File: src/rtl/difftest_sim_ctrl_pkg.sv
// Shared types and helpers for the difftest simulation-control endpoint.
// Holds the run-state and failure-cause encodings seen by the host bridge.
package difftest_sim_ctrl_pkg;

  typedef enum logic [1:0] {
    ST_IDLE = 2'd0,
    ST_RUN  = 2'd1,
    ST_DONE = 2'd2,
    ST_FAIL = 2'd3
  } sim_state_e;

  typedef enum logic [1:0] {
    CAUSE_NONE   = 2'd0,
    CAUSE_EXIT   = 2'd1,
    CAUSE_STUCK  = 2'd2,
    CAUSE_MAXCYC = 2'd3
  } fail_cause_e;

  localparam logic [63:0] EXIT_GOOD = 64'hFFFF_FFFF_FFFF_FFFF;

  // Index width for a core count; a single core still gets a 1-bit field.
  function automatic int clog2_min1(input int n);
    return (n <= 1) ? 1 : $clog2(n);
  endfunction

endpackage

File: src/rtl/difftest_uart_merge.sv
// Merges per-core UART byte streams through 1-entry skids, a round-robin
// arbiter and a shared first-word-fall-through FIFO toward the host bridge.
module difftest_uart_merge
  import difftest_sim_ctrl_pkg::*;
#(
  parameter int NUM_CORES  = 2,
  parameter int UART_DEPTH = 16
) (
  input  logic                               clock,
  input  logic                               reset,
  input  logic [NUM_CORES-1:0]               i_uart_valid,
  input  logic [NUM_CORES*8-1:0]             i_uart_ch,
  output logic                               o_valid,
  input  logic                               i_ready,
  output logic [7:0]                         o_ch,
  output logic [clog2_min1(NUM_CORES)-1:0]   o_core,
  output logic [15:0]                        o_drop_cnt
);

  localparam int CW = clog2_min1(NUM_CORES);
  localparam int AW = $clog2(UART_DEPTH);

  logic [NUM_CORES-1:0] r_skid_valid;
  logic [7:0]           r_skid_ch [NUM_CORES];
  logic [CW-1:0]        r_last_grant;
  logic [AW:0]          r_wr_ptr;
  logic [AW:0]          r_rd_ptr;
  logic [7:0]           r_mem_ch [UART_DEPTH];
  logic [CW-1:0]        r_mem_core [UART_DEPTH];
  logic [15:0]          r_drop_cnt;

  logic                 w_empty;
  logic                 w_full;
  logic                 w_pop;
  logic                 w_push;
  logic                 w_grant_any;
  logic [CW-1:0]        w_grant_idx;
  logic [CW-1:0]        w_cand;
  logic [NUM_CORES-1:0] w_drain;
  logic [NUM_CORES-1:0] w_drop;
  logic [16:0]          w_drop_sum;

  assign w_empty = (r_wr_ptr == r_rd_ptr);
  assign w_full  = (r_wr_ptr[AW] != r_rd_ptr[AW]) &&
                   (r_wr_ptr[AW-1:0] == r_rd_ptr[AW-1:0]);
  assign w_pop   = o_valid && i_ready;

  assign o_valid    = !w_empty;
  assign o_ch       = r_mem_ch[r_rd_ptr[AW-1:0]];
  assign o_core     = r_mem_core[r_rd_ptr[AW-1:0]];
  assign o_drop_cnt = r_drop_cnt;

  // Search starts one past the last granted core; a full FIFO still takes a
  // push when the head is leaving in the same cycle.
  always_comb begin
    w_grant_any = 1'b0;
    w_grant_idx = '0;
    w_cand      = '0;
    for (int k = 1; k <= NUM_CORES; k++) begin
      w_cand = CW'((int'(r_last_grant) + k) % NUM_CORES);
      if (!w_grant_any && r_skid_valid[w_cand]) begin
        w_grant_any = 1'b1;
        w_grant_idx = w_cand;
      end
    end
    w_push = w_grant_any && (!w_full || w_pop);
  end

  always_comb begin
    w_drain = '0;
    w_drop  = '0;
    for (int i = 0; i < NUM_CORES; i++) begin
      w_drain[i] = w_push && (w_grant_idx == CW'(i));
      w_drop[i]  = i_uart_valid[i] && r_skid_valid[i] && !w_drain[i];
    end
    w_drop_sum = {1'b0, r_drop_cnt} + 17'($countones(w_drop));
  end

  always_ff @(posedge clock or posedge reset) begin
    if (reset) begin
      r_skid_valid <= '0;
      for (int i = 0; i < NUM_CORES; i++) r_skid_ch[i] <= '0;
    end else begin
      for (int i = 0; i < NUM_CORES; i++) begin
        if (i_uart_valid[i] && (!r_skid_valid[i] || w_drain[i])) begin
          r_skid_valid[i] <= 1'b1;
          r_skid_ch[i]    <= i_uart_ch[i*8 +: 8];
        end else if (w_drain[i]) begin
          r_skid_valid[i] <= 1'b0;
        end
      end
    end
  end

  always_ff @(posedge clock or posedge reset) begin
    if (reset) begin
      r_wr_ptr     <= '0;
      r_rd_ptr     <= '0;
      r_last_grant <= '0;
      for (int j = 0; j < UART_DEPTH; j++) begin
        r_mem_ch[j]   <= '0;
        r_mem_core[j] <= '0;
      end
    end else begin
      if (w_push) begin
        r_mem_ch[r_wr_ptr[AW-1:0]]   <= r_skid_ch[w_grant_idx];
        r_mem_core[r_wr_ptr[AW-1:0]] <= w_grant_idx;
        r_wr_ptr                     <= r_wr_ptr + 1'b1;
        r_last_grant                 <= w_grant_idx;
      end
      if (w_pop) r_rd_ptr <= r_rd_ptr + 1'b1;
    end
  end

  always_ff @(posedge clock or posedge reset) begin
    if (reset) r_drop_cnt <= '0;
    else       r_drop_cnt <= w_drop_sum[16] ? 16'hFFFF : w_drop_sum[15:0];
  end

endmodule

File: src/rtl/difftest_sim_ctrl.sv
// Simulation-control endpoint: run/done/fail sequencing, watchdogs, warmup
// and perf pulses, plus the merged UART path for the host bridge.
module difftest_sim_ctrl
  import difftest_sim_ctrl_pkg::*;
#(
  parameter int NUM_CORES  = 2,
  parameter int STEP_WIDTH = 8,
  parameter int STUCK_W    = 32,
  parameter int UART_DEPTH = 16
) (
  input  logic                                clock,
  input  logic                                reset,
  input  logic [63:0]                         cfg_max_cycles,
  input  logic [STUCK_W-1:0]                  cfg_stuck_limit,
  input  logic [63:0]                         cfg_warmup_instr,
  input  logic [NUM_CORES*STEP_WIDTH-1:0]     core_step,
  input  logic [NUM_CORES*64-1:0]             core_exit,
  input  logic [NUM_CORES-1:0]                core_uart_valid,
  input  logic [NUM_CORES*8-1:0]              core_uart_ch,
  output logic                                uart_out_valid,
  input  logic                                uart_out_ready,
  output logic [7:0]                          uart_out_ch,
  output logic [clog2_min1(NUM_CORES)-1:0]    uart_out_core,
  output logic [15:0]                         uart_drop_cnt,
  output logic [63:0]                         n_cycles,
  output logic [63:0]                         instr_count,
  output logic [1:0]                          sim_state,
  output logic [1:0]                          fail_cause,
  output logic [clog2_min1(NUM_CORES)-1:0]    fail_core,
  output logic [63:0]                         fail_exit_code,
  output logic                                perf_clean,
  output logic                                perf_dump
);

  localparam int CW    = clog2_min1(NUM_CORES);
  localparam int SUM_W = STEP_WIDTH + CW + 1;

  sim_state_e           r_state;
  fail_cause_e          r_fail_cause;
  logic [CW-1:0]        r_fail_core;
  logic [63:0]          r_fail_code;
  logic [63:0]          r_ncycles;
  logic [63:0]          r_instr;
  logic [NUM_CORES-1:0] r_good;
  logic                 r_perf_dump;
  logic                 r_warm_done;
  logic [STUCK_W-1:0]   r_stuck_timer [NUM_CORES];

  logic [SUM_W-1:0]     w_step_sum;
  logic [64:0]          w_instr_sum;
  logic [63:0]          w_instr_next;
  logic [NUM_CORES-1:0] w_exit_good;
  logic [NUM_CORES-1:0] w_exit_err;
  logic [NUM_CORES-1:0] w_stuck;
  logic [NUM_CORES-1:0] w_step_nz;
  logic                 w_err_any;
  logic [CW-1:0]        w_err_idx;
  logic [63:0]          w_err_code;
  logic                 w_stuck_any;
  logic [CW-1:0]        w_stuck_idx;
  logic                 w_max_hit;
  logic                 w_all_good;
  logic                 w_clean;

  always_comb begin
    w_step_sum  = '0;
    w_exit_good = '0;
    w_exit_err  = '0;
    w_stuck     = '0;
    w_step_nz   = '0;
    for (int i = 0; i < NUM_CORES; i++) begin
      w_step_sum     = w_step_sum + SUM_W'(core_step[i*STEP_WIDTH +: STEP_WIDTH]);
      w_step_nz[i]   = (core_step[i*STEP_WIDTH +: STEP_WIDTH] != '0);
      w_exit_good[i] = (core_exit[i*64 +: 64] == EXIT_GOOD);
      w_exit_err[i]  = (core_exit[i*64 +: 64] != 64'd0) && !w_exit_good[i];
      w_stuck[i]     = (cfg_stuck_limit != '0) && (r_stuck_timer[i] >= cfg_stuck_limit);
    end
    w_instr_sum  = {1'b0, r_instr} + 65'(w_step_sum);
    w_instr_next = w_instr_sum[64] ? '1 : w_instr_sum[63:0];
  end

  // Lowest-index core wins among simultaneous exit errors or stuck cores.
  always_comb begin
    w_err_any   = 1'b0;
    w_err_idx   = '0;
    w_err_code  = '0;
    w_stuck_any = 1'b0;
    w_stuck_idx = '0;
    for (int i = 0; i < NUM_CORES; i++) begin
      if (!w_err_any && w_exit_err[i]) begin
        w_err_any  = 1'b1;
        w_err_idx  = CW'(i);
        w_err_code = core_exit[i*64 +: 64];
      end
      if (!w_stuck_any && w_stuck[i]) begin
        w_stuck_any = 1'b1;
        w_stuck_idx = CW'(i);
      end
    end
    w_max_hit  = (cfg_max_cycles != 64'd0) && (r_ncycles >= cfg_max_cycles);
    w_all_good = &(r_good | w_exit_good);
  end

  always_ff @(posedge clock or posedge reset) begin
    if (reset) begin
      r_state      <= ST_IDLE;
      r_ncycles    <= '0;
      r_instr      <= '0;
      r_good       <= '0;
      r_fail_cause <= CAUSE_NONE;
      r_fail_core  <= '0;
      r_fail_code  <= '0;
      r_perf_dump  <= 1'b0;
    end else begin
      r_perf_dump <= 1'b0;
      case (r_state)
        ST_IDLE: r_state <= ST_RUN;
        ST_RUN: begin
          r_ncycles <= r_ncycles + 64'd1;
          r_instr   <= w_instr_next;
          r_good    <= r_good | w_exit_good;
          if (w_err_any) begin
            r_state      <= ST_FAIL;
            r_fail_cause <= CAUSE_EXIT;
            r_fail_core  <= w_err_idx;
            r_fail_code  <= w_err_code;
            r_perf_dump  <= 1'b1;
          end else if (w_stuck_any) begin
            r_state      <= ST_FAIL;
            r_fail_cause <= CAUSE_STUCK;
            r_fail_core  <= w_stuck_idx;
            r_perf_dump  <= 1'b1;
          end else if (w_max_hit) begin
            r_state      <= ST_FAIL;
            r_fail_cause <= CAUSE_MAXCYC;
            r_fail_core  <= '0;
            r_perf_dump  <= 1'b1;
          end else if (w_all_good) begin
            r_state     <= ST_DONE;
            r_perf_dump <= 1'b1;
          end
        end
        default: r_state <= r_state;
      endcase
    end
  end

  // A core that has exited good must never trip the stuck watchdog.
  always_ff @(posedge clock or posedge reset) begin
    if (reset) begin
      for (int i = 0; i < NUM_CORES; i++) r_stuck_timer[i] <= '0;
    end else if (r_state == ST_RUN) begin
      for (int i = 0; i < NUM_CORES; i++) begin
        if (w_step_nz[i] || r_good[i] || w_exit_good[i])
          r_stuck_timer[i] <= '0;
        else if (r_stuck_timer[i] != '1)
          r_stuck_timer[i] <= r_stuck_timer[i] + STUCK_W'(1);
      end
    end
  end

  assign w_clean = (cfg_warmup_instr != 64'd0) && (r_instr >= cfg_warmup_instr) && !r_warm_done;

  always_ff @(posedge clock or posedge reset) begin
    if (reset)        r_warm_done <= 1'b0;
    else if (w_clean) r_warm_done <= 1'b1;
  end

  assign n_cycles       = r_ncycles;
  assign instr_count    = r_instr;
  assign sim_state      = r_state;
  assign fail_cause     = r_fail_cause;
  assign fail_core      = r_fail_core;
  assign fail_exit_code = r_fail_code;
  assign perf_clean     = w_clean;
  assign perf_dump      = r_perf_dump;

  difftest_uart_merge #(
    .NUM_CORES  (NUM_CORES),
    .UART_DEPTH (UART_DEPTH)
  ) u_uart_merge (
    .clock        (clock),
    .reset        (reset),
    .i_uart_valid (core_uart_valid),
    .i_uart_ch    (core_uart_ch),
    .o_valid      (uart_out_valid),
    .i_ready      (uart_out_ready),
    .o_ch         (uart_out_ch),
    .o_core       (uart_out_core),
    .o_drop_cnt   (uart_drop_cnt)
  );

endmodule

File: config.mk
export PLATFORM = sky130hd
export DESIGN_NAME = difftest_sim_ctrl
export DESIGN_NICKNAME = d
export VERILOG_FILES = /design/src/rtl/difftest_sim_ctrl_pkg.sv /design/src/rtl/difftest_uart_merge.sv /design/src/rtl/difftest_sim_ctrl.sv
export SDC_FILE = /design/constraint.sdc
export NUM_CORES = 2
export LEC_CHECK = 0
export CAP_MARGIN = 20
export CORE_MARGIN = 2
export CORE_UTILIZATION = 47
export CTS_CLUSTER_SIZE = 30
export DETAILED_ROUTE_END_ITERATION = 10
export PLACE_DENSITY = 0.77
export SLEW_MARGIN = 5
export SYNTH_ARGS = -nofsm -noshare
export SYNTH_HDL_FRONTEND = slang
export SYNTH_SLANG_ARGS = --single-unit
File: constraint.sdc
create_clock -name clock -period 16 [get_ports clock]
set_input_delay 2.4 -clock clock [delete_from_list [all_inputs] [get_ports clock]]
set_output_delay 2.4 -clock clock [all_outputs]
set_load 0.005 [all_outputs]
==> flow_metrics.tcl <==
set metrics [dict create \
    run_status "completed" \
    cts_sinks 454 \
    die-area_mm2 0.05859 \
    dieHeight_um 242.1 \
    synth_fp_nets 3346 \
    dp_hpwl_um 68790 \
    setup_viol 0 \
    power_mw 3.942 \
    cap_violations 0 \
    cts_hold_buf 0 \
    ys_seq_elements 454 \
    rrSetupSlack_ns 11.31 \
    cts_root_buf "clkbuf_16" \
    power.share.combinational_pct 31.3 \
    final_nets 3889 \
    clockBufferDepth 3 \
    syn_inst 2800 \
    crit_required_ns 13.60 \
    antenna_found_initial 6 \
    finalHoldViolations 0 \
    critPathMaxFanout 2 \
    final.fill_count 4703 \
    cts.reportedPaths.clkPinSlew_ns 0.06 \
    critPathTopFamily "simple AND/OR/NAND/NOR gates" \
    cpPeakStageDelay_ns 0.76 \
    grt_pass1_wl_um 138200 \
    pwr-share-clk_pct 29.4 \
    worstSetupPathType "input port to output port" \
    hold_class "flip-flop to flip-flop" \
    wl_um 89490 \
    cts_setup_buffers 0 \
    grt_usage_pct 30.02 \
    numCtsBuffers 48 \
    die_w_um 242.1 \
    sw_frac_of_total_pct 32.26 \
    net-switching-power_mw 1.272 \
    postRouteAntennaNets 0 \
    tns_ns 0 \
    worstMarginPinSlew_ns 0.9778 \
    synthTopCellsByArea "dfrtp_1, ha_1, a21oi_1" \
    core_mm2 0.05617 \
    yosysMostFrequentCell "dfrtp_1" \
    drc 0 \
    vdd_ir_drop_max_mv 0.1129 \
    p_per_area_mw_per_mm2 113.5 \
    drtIter0Drc 1836 \
    synthDistinctLibCells 74 \
    power.leakage_nw 15.54 \
    crit_arrival_ns 5.56 \
    start_util_pct 47.42 \
    first_pass_iters 6 \
    crit_path_top_delay_cell "clkdlybuf4s50_1" \
    ys_warn_count 0 \
    synthToLayoutAreaGrowth_pct 30.36 \
    synth_top_cell_area_share_pct 42.66 \
    num_vias 23920 \
    fin_cells 4140 \
    synth_edf_count 0 \
    routed_via_density 5.779 \
    skew_ns 0.02306 \
    clock.fmax_ghz 0.1257 \
    io_pins 550 \
    cts_tree "done" \
    syn_avg_cell_area_um2 9.512 \
    fin_util_pct 61.82 \
    syn_area_mm2 0.02663 \
    critPathBufInv 3 \
    numPlacedInstances 4043 \
    cp-end-kind "output port" \
    p_int_mw 2.671 \
    p_seq_share_pct 39.3 \
    drive_gt1_share_pct 7.069 \
    grt_max_degree 125 \
    grt-ovfl-total 0 \
    async_flop_share_pct 100.0 \
    startpoint_type "input port" \
    seq_area_frac_synth_pct 42.66 \
    rsz0062_at_grt "no" \
    portBuffers 549 \
    h-tree-depth 2 \
    timing.final.crit_share_pct 49.73 \
    drv_slew 0 \
    finalCriticalPeriod_ns 7.957 \
    gp_congestion 0.9704 \
    post_cts_resized 0 \
    relSlewSlack_pct 34.81 \
    first_global_vias 23700 \
    yosys.area.top_type "dfrtp_1" \
    rows 87 \
    insertion_delay_ns 0.60 \
    wire_per_inst_um 21.62 \
    path_cells "clkdlybuf4s50_1, inv_1, ha_1, nand4_1, or2_2, nor2_1, nand4_1, or3_1, a31oi_1, nor3_1, nor3_1, clkdlybuf4s50_1" \
    synth_ff_type "dfrtp_1" \
    synthTopCellsByCount "dfrtp_1, nor2_1, nand2_1" \
]
[power by group through the flow]
stage | clock network (mW) | registers [mW] | logic [mW]
after floorplan | 0 | 1.50 | 0.768
after global placement | 0 | 1.55 | 1.18
after detailed placement | 0 | 1.56 | 1.22
after CTS | 1.18 | 1.55 | 1.23
after global routing | 1.23 | 1.58 | 1.33
final | 1.16 | 1.55 | 1.23
[worst reg2reg max path, delay by kind of cell, from the launching register on]
kind / cells / cell delay (ns)
flops: 1 / 0.35
fa+ha+maj: 3 / 0.72
xor+xnor: 1 / 0.23
buf+inv: 2 / 0.68
compound gates: 2 / 0.40
simple gates: 9 / 2.25
[logic make-up (layout without fill, tap and decap cells)]
kind of cell | Yosys count | after routing | share of synthesized area, %
other | 0 | 3 | 0
buffers and inverters | 311 | 892 | 4.463
muxes | 96 | 96 | 5.914
xor gates and xnor gates | 168 | 168 | 5.525
DFF | 454 | 454 | 42.66
and+or+nand+nor | 1039 | 1039 | 19.46
AOI/OAI and AO/OA | 511 | 511 | 11.32
adders and majority gates | 221 | 221 | 10.66
[cells in the final DEF (no fill, tap or decap), drive strengths merged, types with 104 or more instances in the layout]
cell type and instances:
a21oi 209, clkdlybuf4s50 549, dfrtp 454, ha 211, inv 216, nand2 254, nand4 135, nor2 281
nor4 104, o21ai 132
[flip-flops by register name (all words and copies together) (netlist names), 2 cells and up]
name,count
u_uart_merge.r_mem_ch,128
u_uart_merge.r_mem_core,16
fail_cause,2
fail_exit_code,64
u_uart_merge.r_skid_ch,16
n_cycles,64
r_good,2
u_uart_merge.o_drop_cnt,16
instr_count,64
u_uart_merge.r_skid_valid,2
sim_state,2
u_uart_merge.r_rd_ptr,5
u_uart_merge.r_wr_ptr,5
r_stuck_timer,64
[per-layer routing]
layer | up-vias | share of wire, % | GRT usage [%]
met2 | 888 | 47 | 49.24
li1 | 11120 | - | -
met5 | - | 0.036 | 0
met4 | 6 | 5.4 | 14.85
met3 | 218 | 7.1 | 5.871
met1 | 11690 | 40 | 38.07
[final timing paths]
kind                                                from                         end  cells after the start
min in group asynchronous                          reset  u_uart_merge.r_mem_core[9]                      2
worst max register to register  u_uart_merge.r_rd_ptr[0]  u_uart_merge.o_drop_cnt[5]                     17
worst max-delay path                cfg_warmup_instr[61]                  perf_clean                     12
worst min-delay path                           r_good[1]                   r_good[1]                      1
max in group asynchronous                          reset          fail_exit_code[18]                      4
worst min register to register                 r_good[1]                   r_good[1]                      1
[final cells by class]
class                      count  area [um^2]  area share, %
multi-input combinational   2035        14110          40.65
sequential                   454        11360          32.72
timing repair buffer         591         5846          16.84
clock buffer                  67         1403          4.040
tap                          756        945.9          2.724
inverter                     213        807.0          2.324
clock inverter                21        235.2         0.6775
antenna                        3        7.507        0.02162
[metrics by stage]
| step | hold slack (ns) | setup slack [ns] | instance area (um^2) |
|---|---|---|---|
| after global routing | 0.4808 | 7.883 | 34720 |
| after detailed placement | 0.4534 | 8.100 | 33000 |
| after global placement | 0.4498 | 8.110 | 33000 |
| final | 0.4642 | 8.043 | 34720 |
| after CTS | 0.4697 | 8.074 | 34630 |
| after floorplan | 0.4337 | 0.9446 | 26630 |
Power figures use the tool's default switching activity.
